`config.mk`:
```
export PLATFORM = sky130hd
export DESIGN_NAME = mem_write_buffer
export DESIGN_NICKNAME = d
export VERILOG_FILES = /design/src/rtl/mem_buf_pkg.sv /design/src/rtl/wb_lookup.sv /design/src/rtl/mem_write_buffer.sv
export SDC_FILE = /design/constraint.sdc
export NUM_CORES = 1
export LEC_CHECK = 0
export CORE_AREA = 2 2 127 129
export DETAILED_ROUTE_END_ITERATION = 8
export DIE_AREA = 0 0 129 131
export GPL_ROUTABILITY_DRIVEN = 0
export PLACE_DENSITY = 0.7
export SLEW_MARGIN = 25
export SYNTH_ARGS = -nofsm -noshare
export SYNTH_HDL_FRONTEND = slang
export SYNTH_SLANG_ARGS = --single-unit
```
`constraint.sdc`:
```
create_clock -name clk -period 8.8 [get_ports clk]
set_input_delay 1.76 -clock clk [delete_from_list [all_inputs] [get_ports clk]]
set_output_delay 1.76 -clock clk [all_outputs]
set_load 0.02 [all_outputs]
```
`src/rtl/mem_buf_pkg.sv`:
```
//------------------------------------------------------------------------------
// mem_buf_pkg : shared types for the posted-write buffer | Rev 1.0
//------------------------------------------------------------------------------
`default_nettype none

package mem_buf_pkg;

   localparam int WB_WIDTH = 8;

   typedef enum logic [1:0] {
      RUN      = 2'd0,
      FLUSH    = 2'd1,
      DONE     = 2'd2,
      WAIT_REL = 2'd3
   } wb_state_t;

   typedef struct packed {
      logic                valid;
      logic [WB_WIDTH-1:0] addr;
      logic [WB_WIDTH-1:0] data;
   } wb_entry_t;

endpackage

`default_nettype wire

```
`src/rtl/wb_lookup.sv`:
```
//------------------------------------------------------------------------------
// wb_lookup : youngest-match address search over live buffer entries | Rev 1.0
//------------------------------------------------------------------------------
`default_nettype none

module wb_lookup #(
   parameter int WIDTH = 8,
   parameter int DEPTH = 4,
   localparam int PW   = $clog2(DEPTH)
) (
   input  logic [DEPTH-1:0]       i_valid,
   input  logic [DEPTH*WIDTH-1:0] i_addr,
   input  logic [DEPTH*WIDTH-1:0] i_data,
   input  logic [PW-1:0]          i_rd_ptr,
   input  logic [PW:0]            i_count,
   input  logic [WIDTH-1:0]       i_mar,
   output logic                   o_hit,
   output logic [WIDTH-1:0]       o_data
);

   logic [PW-1:0] w_idx;

   // Walk oldest to youngest so the last match seen is the youngest one.
   always_comb begin
      o_hit  = 1'b0;
      o_data = '0;
      w_idx  = '0;
      for (int i = 0; i < DEPTH; i++) begin
         w_idx = i_rd_ptr + PW'(i);
         if (((PW+1)'(i) < i_count) && i_valid[w_idx] &&
             (i_addr[int'(w_idx)*WIDTH +: WIDTH] == i_mar)) begin
            o_hit  = 1'b1;
            o_data = i_data[int'(w_idx)*WIDTH +: WIDTH];
         end
      end
   end

endmodule

`default_nettype wire

```
`src/rtl/mem_write_buffer.sv`:
```
//------------------------------------------------------------------------------
// mem_write_buffer : posted-write FIFO with read forwarding and flush | Rev 1.0
//------------------------------------------------------------------------------
`default_nettype none

module mem_write_buffer
   import mem_buf_pkg::*;
#(
   parameter int WIDTH = WB_WIDTH,
   parameter int DEPTH = 4
) (
   input  logic             clk,
   input  logic             rst_n,
   input  logic             i_cpu_memread,
   input  logic             i_cpu_memwrite,
   input  logic [WIDTH-1:0] i_cpu_mar,
   input  logic [WIDTH-1:0] i_cpu_writedata,
   output logic [WIDTH-1:0] o_cpu_memdata,
   output logic             o_stall,
   output logic             o_mem_read,
   output logic             o_mem_write,
   output logic [WIDTH-1:0] o_mem_addr,
   output logic [WIDTH-1:0] o_mem_wdata,
   input  logic [WIDTH-1:0] i_mem_rdata,
   input  logic             i_flush_req,
   output logic             o_flush_done,
   output logic             o_empty
);

   localparam int PW = $clog2(DEPTH);

   wb_entry_t     r_mem [DEPTH];
   logic [PW-1:0] r_wr_ptr;
   logic [PW-1:0] r_rd_ptr;
   logic [PW:0]   r_count;
   wb_state_t     r_state;
   logic          r_flush_done;

   logic [DEPTH-1:0]       w_valid;
   logic [DEPTH*WIDTH-1:0] w_addr;
   logic [DEPTH*WIDTH-1:0] w_data;
   logic                   w_lk_hit;
   logic [WIDTH-1:0]       w_lk_data;
   logic                   w_hit;
   logic                   w_rd_miss;
   logic                   w_empty;
   logic                   w_full;
   logic                   w_drain;
   logic                   w_stall;
   logic                   w_push;
   logic [PW:0]            w_count_next;

   for (genvar g = 0; g < DEPTH; g++) begin : g_flat
      assign w_valid[g]                = r_mem[g].valid;
      assign w_addr[g*WIDTH +: WIDTH]  = r_mem[g].addr;
      assign w_data[g*WIDTH +: WIDTH]  = r_mem[g].data;
   end

   wb_lookup #(
      .WIDTH (WIDTH),
      .DEPTH (DEPTH)
   ) u_lookup (
      .i_valid  (w_valid),
      .i_addr   (w_addr),
      .i_data   (w_data),
      .i_rd_ptr (r_rd_ptr),
      .i_count  (r_count),
      .i_mar    (i_cpu_mar),
      .o_hit    (w_lk_hit),
      .o_data   (w_lk_data)
   );

   assign w_empty   = (r_count == '0);
   assign w_full    = (r_count == (PW+1)'(DEPTH));
   assign w_hit     = i_cpu_memread & w_lk_hit;
   assign w_rd_miss = i_cpu_memread & ~w_lk_hit;
   // A read miss owns the memory port, so draining waits a cycle.
   assign w_drain   = ~w_empty & ~w_rd_miss;
   assign w_stall   = i_cpu_memwrite & ((w_full & ~w_drain) | (r_state != RUN));
   assign w_push    = i_cpu_memwrite & ~w_stall;
   assign w_count_next = r_count + {{PW{1'b0}}, w_push} - {{PW{1'b0}}, w_drain};

   assign o_cpu_memdata = w_hit ? w_lk_data : i_mem_rdata;
   assign o_mem_read    = w_rd_miss;
   assign o_mem_write   = w_drain;
   assign o_mem_addr    = w_rd_miss ? i_cpu_mar : r_mem[r_rd_ptr].addr;
   assign o_mem_wdata   = r_mem[r_rd_ptr].data;
   assign o_stall       = w_stall;
   assign o_empty       = w_empty;
   assign o_flush_done  = r_flush_done;

   // When full, push and pop hit the same slot; the later push assignment wins.
   always_ff @(posedge clk or negedge rst_n) begin
      if (!rst_n) begin
         r_wr_ptr <= '0;
         r_rd_ptr <= '0;
         r_count  <= '0;
         for (int i = 0; i < DEPTH; i++) begin
            r_mem[i] <= '0;
         end
      end else begin
         if (w_drain) begin
            r_mem[r_rd_ptr].valid <= 1'b0;
            r_rd_ptr              <= r_rd_ptr + PW'(1);
         end
         if (w_push) begin
            r_mem[r_wr_ptr] <= '{valid: 1'b1, addr: i_cpu_mar, data: i_cpu_writedata};
            r_wr_ptr        <= r_wr_ptr + PW'(1);
         end
         r_count <= w_count_next;
      end
   end

   always_ff @(posedge clk or negedge rst_n) begin
      if (!rst_n) begin
         r_state      <= RUN;
         r_flush_done <= 1'b0;
      end else begin
         r_flush_done <= 1'b0;
         case (r_state)
            RUN:      if (i_flush_req) r_state <= FLUSH;
            FLUSH:    if (w_count_next == '0) begin
                         r_state      <= DONE;
                         r_flush_done <= 1'b1;
                      end
            DONE:     r_state <= i_flush_req ? WAIT_REL : RUN;
            WAIT_REL: if (!i_flush_req) r_state <= RUN;
            default:  r_state <= RUN;
         endcase
      end
   end

endmodule

`default_nettype wire

```
==> impl_metrics.toml, run 1 <==
[power]
power_switching_mw = 1.07
p_int_mw = 1.80
p_clk_share_pct = 15.1
ir_worst_vdd_v = 0.000171
p_leak_nw = 3.05
power_mw = 2.86
p_sw_share_pct = 37.2
power_frac_seq_pct = 25.5
powerDensity_mw_per_mm2 = 401
pwr-share-comb_pct = 59.4

[drt]
via_count = 4048
route.detailed.drc = 0
viasPerCell = 5.77
ant_nets = 0
wl_per_cell_um = 20.0
drtIter0Drc = 289
drtPass1Iterations = 4
routed_wl_mm = 14.0

[clock_network]
clockBufferDepth = 2
post_cts_resized = 0
cts-hold-fix-buffers = 0
cts.clk_slew.worst_paths_ns = 0.05
cts_htree_levels = 3
cts_tree = "built"
cts_buffers = 9
cts_sinks = 78
cts_root_buf = "clkbuf_16"
clock_latency_ns = 0.33
post_cts_buffers = 0

[sta]
finalSetupViolCount = 0
rsz0062_at_grt = "no"
tightest_slew_ns = 0.912
max_freq_mhz = 145
fin_worst_skew_ns = 0.00940
post-route-period-util_pct = 78.6
slew_headroom_pct = 39.0
whs_ns = 0.520
drv_slew = 0
fin_tns_setup_ns = 0
layout_setup_ws_ns = 1.89
hold_viol_final = 0
fin_crit_ns = 6.91

[critical_path]
r2r-end = "r_state[0]"
cp_max_fo = 12
cp.arrival_ns = 5.15
rrSetupSlack_ns = 3.17
cp-end-kind = "primary output"
ff2ff_path_depth = 17
timing.rr.start = "r_rd_ptr[0]"
start_kind = "primary input"
crit_start = "i_cpu_mar[0]"
critical_path_required_ns = 7.04
crit_type = "in -> out"
worstSetupEndpoint = "o_cpu_memdata[4]"

[job]
drv_cap = 0

[place]
dpl.cell_count = 685
dp_hpwl_mm = 9.07
io_buffers = 57
dpl_cell_area_mm2 = 0.00678
place_ws_ns = 1.89

[min_path]
hold_path.startpoint = "r_state[1]"
hold_path.class = "reg -> reg"

[synth]
synth_cell_types = 48
syn_nets = 485
avgSynthCellArea_um2 = 13.8
ys_seq_area_share_pct = 31.9
synth-warning-count = 0
async_flop_share_pct = 100
synth-main-ff-cell = "dfrtp_1"
synth_area_mm2 = 0.00611
synth_cells = 443
synth_edf_count = 0
yosys_register_bits = 78

[global_route]
grt_start_max_net_pins = 79
grt_pass1_vias = 4161
grt_pass1_wl_mm = 22.6
track_usage_pct = 17.3
antenna_found_initial = 0
overflow = 0

[cells_and_area]
n_antenna_cell = 0
post-route-util_pct = 45.7
mostFrequentLayoutCells = "dfrtp_1, clkdlybuf4s50_1, mux4_2, mux2_2, mux2_4"
syn2layout_area_growth_pct = 16.7
layout.nets = 522
final_cell_area_mm2 = 0.00713
layout.cells.most_common = "dfrtp_1"
final_cells = 701
drive_above_1_share_pct = 31.8

[die]
ioPinCount = 58
fp.dieH_um = 131
core_mm2 = 0.0156
start_util_pct = 39.2
die_area_mm2 = 0.0169
dieWidth_um = 129
placementRows = 46

[outcome]
status = "finished clean"
-- synthesized netlist by cell type, types with 10 or more instances --
master,instances,area (um^2)
nand2_1,15,56.3
mux2i_1,20,200
xnor2_1,26,228
ha_1,12,150
xor2_1,15,131
mux4_1,13,342
mux4_2,49,1100
o21ai_0,13,65.1
dfrtp_1,78,1950
clkbuf_1,10,37.5
inv_1,17,63.8
mux2_4,36,541
mux2_2,37,417
-- cell families after synthesis --
| family | synth area share (%) |
|---|---|
| AO/OA/AOI/OAI | 5.85 |
| multiplexers | 42.7 |
| XOR/XNOR | 5.87 |
| AND/OR/NAND/NOR | 6.12 |
| adder cells (fa/ha/maj) | 2.78 |
| buffers and inverters | 4.71 |
| flip-flops | 31.9 |
-- how the worst min path moves through the flow --
stage / to / slack (ns) / depth (start not counted)
finish: r_state[1] / 0.52 / 2
global route: r_state[1] / 0.55 / 2
CTS: r_state[1] / 0.53 / 2
detailed placement: r_state[1] / 0.51 / 2
global placement: r_state[1] / 0.48 / 2
floorplan: r_state[1] / 0.47 / 2
-- worst max-delay path, stage by stage --
cell and delay, ns:
clkdlybuf4s50_1 0.62, xor2_1 0.25, or4_1 0.54, a211o_1 0.46, and2_0 0.40, a221oi_1 0.40
a21o_1 0.12, clkdlybuf4s50_1 0.59
-- state kept, by name (all words and copies together) (netlist names) --
register / cells
r_state: 2
r_wr_ptr: 2
r_count: 3
r_rd_ptr: 2
o_flush_done: 1
r_mem: 68
-- layer usage --
metal / share of wire [%] / up-vias / global-route usage [%]
li1: - / 1785 / -
met1: 41 / 2094 / 21.9
met2: 51 / 152 / 30.6
met3: 6.4 / 17 / 3.05
met4: 1.5 / 0 / 4.80
met5: 0 / - / 0
-- area by class of cell --
cell class / count / area [um^2]
Clock buffer: 13 / 260
Clock inverter: 3 / 90.1
Fill cell: 1413 / 8460
Inverter: 17 / 63.8
Multi-Input combinational cell: 313 / 3890
Sequential cell: 78 / 1960
Tap cell: 216 / 270
Timing Repair Buffer: 61 / 606
-- power by group through the flow --
stage	Sequential, mW	Combinational [mW]	Clock [mW]
finish	0.730	1.70	0.433
global route	0.758	1.83	0.458
CTS	0.723	1.71	0.442
detailed placement	0.728	1.70	0
global placement	0.703	1.66	0
floorplan	0.664	1.37	0
Power figures use the tool's default switching activity.
==> run 2: changes to the inputs <==
clock period = 6.9 ns   (was 8.8 ns; I/O delays follow)
==> impl_metrics.toml, run 2 (same netlist as run 1, synthesis figures left out) <==
[outcome]
status = "finished clean"

[die]
fp.dieH_um = 131
dieWidth_um = 129
core_mm2 = 0.0156
die_area_mm2 = 0.0169
ioPinCount = 58
start_util_pct = 39.2
placementRows = 46

[global_route]
grt_start_max_net_pins = 79
overflow = 0
track_usage_pct = 17.6
antenna_found_initial = 0
grt_pass1_vias = 4164
grt_pass1_wl_mm = 22.8

[clock_network]
clockBufferDepth = 2
cts_tree = "built"
cts_sinks = 78
cts_root_buf = "clkbuf_16"
cts_htree_levels = 3
clock_latency_ns = 0.34
post_cts_resized = 0
cts-hold-fix-buffers = 0
cts_buffers = 9
post_cts_buffers = 0
cts.clk_slew.worst_paths_ns = 0.06

[place]
dp_hpwl_mm = 9.35
place_ws_ns = 0.688
dpl.cell_count = 689
io_buffers = 57

[critical_path]
crit_type = "in -> out"
worstPathCellList = "clkdlybuf4s50_1, xor2_1, or4_1, a211o_1, and2_0, a221oi_1, a21o_1, clkdlybuf4s50_1"
slowest_stage = "clkdlybuf4s50_1"
cp-end-kind = "primary output"
cpLargestDelayFamily = "buffers and inverters"
cp.arrival_ns = 4.84
path_common_cell = "clkdlybuf4s50_1"
cp_max_fo = 12
critPathBufInv = 2
start_kind = "primary input"
critical_path_required_ns = 5.52
cp_slowest_stage_delay_ns = 0.59

[sta]
post-route-period-util_pct = 90.1
slew_headroom_pct = 39.2
rsz0062_at_grt = "no"
drv_slew = 0
max_freq_mhz = 161
tightest_slew_ns = 0.909
fin_crit_ns = 6.22
fin_tns_setup_ns = 0
finalSetupViolCount = 0
fin_worst_skew_ns = 0.00734
hold_viol_final = 0
layout_setup_ws_ns = 0.684

[cells_and_area]
syn2layout_area_growth_pct = 17.2
layout.nets = 526
largest_registers = "r_mem x68, r_count x3"
final_cells = 705
post-route-util_pct = 45.9
drive_above_1_share_pct = 32.7
n_antenna_cell = 0
mostFrequentLayoutCells = "dfrtp_1, clkdlybuf4s50_1, mux4_2, mux2_2, mux2_4"
layout.cells.most_common = "dfrtp_1"
regMostFlops = "r_mem"
largest_register_ffs = 68

[drt]
viasPerCell = 5.71
drtPass1Iterations = 4
via_count = 4027
ant_nets = 0
route.detailed.drc = 0
routed_wl_mm = 14.2
drtIter0Drc = 329
wl_per_cell_um = 20.1

[power]
pwr-share-comb_pct = 58.8
p_sw_share_pct = 37.2
p_int_mw = 2.31
p_leak_nw = 3.07
power_mw = 3.68
power_switching_mw = 1.37
powerDensity_mw_per_mm2 = 513
ir_worst_vdd_v = 0.000188
p_clk_share_pct = 15.9
power_frac_seq_pct = 25.3

[min_path]
hold_path.class = "reg -> reg"

[job]
drv_cap = 0
==> run 2: stage by stage <==
stage	hold slack [ns]	instance area, um^2
6_report	0.510	7170
5_1_grt	0.540	7170
4_1_cts	0.517	7160
3_5_place_dp	0.506	6790
3_3_place_gp	0.485	6790
2_1_floorplan	0.467	6110
==> run 2: cell type report <==
cell class | instances | area, um^2
clock inverters | 7 | 145
repair buffers | 65 | 629
well taps | 216 | 270
inverters | 17 | 63.8
clock buffers | 9 | 225
flip-flops and latches | 78 | 1960
fillers | 1409 | 8430
multi-input cells | 313 | 3880
==> run 2: final timing paths <==
kind | slack, ns | to | start | depth (start not counted)
setup reg to reg | 1.45 | r_state[0] | r_rd_ptr[0] | 19
min in group asynchronous | 1.07 | r_wr_ptr[0] | rst_n | 1
hold / removal | 0.51 | r_state[1] | r_state[1] | 2
max in group asynchronous | 5.27 | r_rd_ptr[0] | rst_n | 1
hold reg to reg | 0.51 | r_state[1] | r_state[1] | 2
setup / recovery | 0.68 | o_cpu_memdata[4] | i_cpu_mar[2] | 8
==> run 2: worst min-delay path: stages (launching register included) <==
cell and delay, ns:
dfrtp_1 0.36, nand2_1 0.06, nand2_1 0.06
==> run 2: layer usage <==
layer  global-route usage, %  wire length [um]  up-vias
met4                    4.09               133        0
li1                        -                 -     1792
met2                    30.0              7430      120
met1                    23.0              5850     2105
met3                    4.03               753       10
met5                       0                 0        -
==> run 2: power by group through the flow <==
stage / Sequential [mW] / Clock [mW] / Combinational (mW)
after global placement: 0.901 / 0 / 2.13
after global routing: 0.967 / 0.618 / 2.32
final: 0.931 / 0.586 / 2.16
after detailed placement: 0.928 / 0 / 2.17
after floorplan: 0.847 / 0 / 1.74
after CTS: 0.924 / 0.597 / 2.19
==> run 3: changes to the inputs <==
CORE_AREA = 2 2 107 109   (was 2 2 127 129)
DIE_AREA = 0 0 109 111   (was 0 0 129 131)
PLACE_DENSITY = 0.89   (was 0.7)
==> impl_metrics.toml, run 3 (same netlist as run 1, synthesis figures left out) <==
[outcome]
status = "finished clean"

[cells_and_area]
largest_register_ffs = 68
mostFrequentLayoutCells = "dfrtp_1, clkdlybuf4s50_1, mux4_2, mux2_2, mux2_4"
layout.nets = 524
layout.cells.most_common = "dfrtp_1"
largest_registers = "r_mem x68, r_count x3"
final_cells = 629
fillers = 805
regMostFlops = "r_mem"
final_cell_area_mm2 = 0.00703
n_antenna_cell = 0
syn2layout_area_growth_pct = 15.0
drive_above_1_share_pct = 32.1

[global_route]
antenna_found_initial = 0
track_usage_pct = 24.3
grt_start_max_net_pins = 79
overflow = 0
grt_pass1_vias = 4230
grt_pass1_wl_mm = 22.5

[die]
dieWidth_um = 109
fp.dieH_um = 111
die_area_mm2 = 0.0121
core_mm2 = 0.0111
placementRows = 39
start_util_pct = 55.2
ioPinCount = 58

[power]
powerDensity_mw_per_mm2 = 519
p_leak_nw = 3.05
ir_worst_vdd_v = 0.000205

[sta]
fin_worst_skew_ns = 0.00703
fin_tns_setup_ns = 0
max_freq_mhz = 159
drv_slew = 0
whs_ns = 0.500
post-route-period-util_pct = 91.2
tightest_slew_ns = 0.907
finalSetupViolCount = 0
hold_viol_final = 0
layout_setup_ws_ns = 0.607
fin_crit_ns = 6.29
slew_headroom_pct = 39.3
rsz0062_at_grt = "no"

[drt]
drtIter0Drc = 265
ant_nets = 0
wl_per_cell_um = 21.8
viasPerCell = 6.49
drtPass1Iterations = 4
routed_wl_mm = 13.7
route.detailed.drc = 0
via_count = 4085

[clock_network]
post_cts_buffers = 0
post_cts_resized = 0
clockBufferDepth = 2
cts_htree_levels = 3
cts_root_buf = "clkbuf_16"
cts-hold-fix-buffers = 0
cts_sinks = 78
cts.clk_slew.worst_paths_ns = 0.06
cts_tree = "built"
clock_latency_ns = 0.34
cts_buffers = 9

[place]
place_ws_ns = 0.797
dpl.cell_count = 614
io_buffers = 57
dp_hpwl_mm = 8.75
dpl_cell_area_mm2 = 0.00669

[critical_path]
cp_max_fo = 23
crit_type = "reg -> out"
cp.arrival_ns = 4.91
cp_slowest_stage_delay_ns = 0.69
worstPathCellList = "inv_1, ha_2, mux4_2, xnor2_1, nand3_1, a211o_1, and4_1, nand2_4, mux2_2, clkdlybuf4s50_1"
critical_path_required_ns = 5.52
start_kind = "flop"
slowest_stage = "ha_2"
cp-end-kind = "primary output"

[min_path]
hold_path.class = "reg -> reg"

[job]
drv_cap = 0
run 3: cell count changes in the layout (fill, tap and decap cells not counted), sizes merged:
cell      delta
buf          -2
clkbuf       +2
clkinvlp     -1
bufinv       -1
inv          -1
run 3: stage by stage:
stage	power (mW)	utilization (%)
finish	3.65	63.5
global route	3.85	63.5
CTS	3.65	63.4
detailed placement	3.08	60.4
global placement	2.98	60.4
floorplan	2.59	-
run 3: worst paths after layout:
| kind | startpoint | cells past startpoint | to | slack (ns) |
|---|---|---|---|---|
| setup / recovery | r_rd_ptr[0] | 10 | o_mem_addr[5] | 0.61 |
| hold / removal | r_state[1] | 2 | r_state[1] | 0.50 |
| setup reg to reg | r_rd_ptr[0] | 17 | r_state[0] | 1.20 |
| hold reg to reg | r_state[1] | 2 | r_state[1] | 0.50 |
| max in group asynchronous | rst_n | 1 | r_rd_ptr[0] | 5.29 |
| min in group asynchronous | rst_n | 1 | r_mem[28] | 1.07 |
run 3: layout make-up:
type,instances,area (um^2),area share (%)
Tap cell,143,179,2.54
Multi-Input combinational cell,313,3880,55.1
Sequential cell,78,1960,27.8
Timing Repair Buffer,63,621,8.82
Inverter,17,63.8,0.907
Clock inverter,4,95.1,1.35
Clock buffer,11,243,3.45
run 3: critical path: cells and delay by family, from the launching register on:
family	cells	cell delay [ns]
mux	2	0.98
simple gates	3	0.80
buf+inv	2	0.78
fa+ha+maj	1	0.69
compound gates	1	0.55
flops	1	0.47
xor+xnor	1	0.27
run 3: metal layers:
| layer | global-route usage, % | part of all wire (%) | vias to the layer above |
|---|---|---|---|
| met1 | 32.6 | 41 | 2091 |
| li1 | - | - | 1798 |
| met3 | 4.29 | 6.3 | 27 |
| met5 | 0 | 0 | - |
| met4 | 11.5 | 2.9 | 0 |
| met2 | 38.2 | 50 | 169 |
run 3: report_power, final:
part | switching, mW | internal, mW
Combinational | 0.929 | 1.24
Clock | 0.186 | 0.361
Sequential | 0.262 | 0.677
Total | 1.38 | 2.27
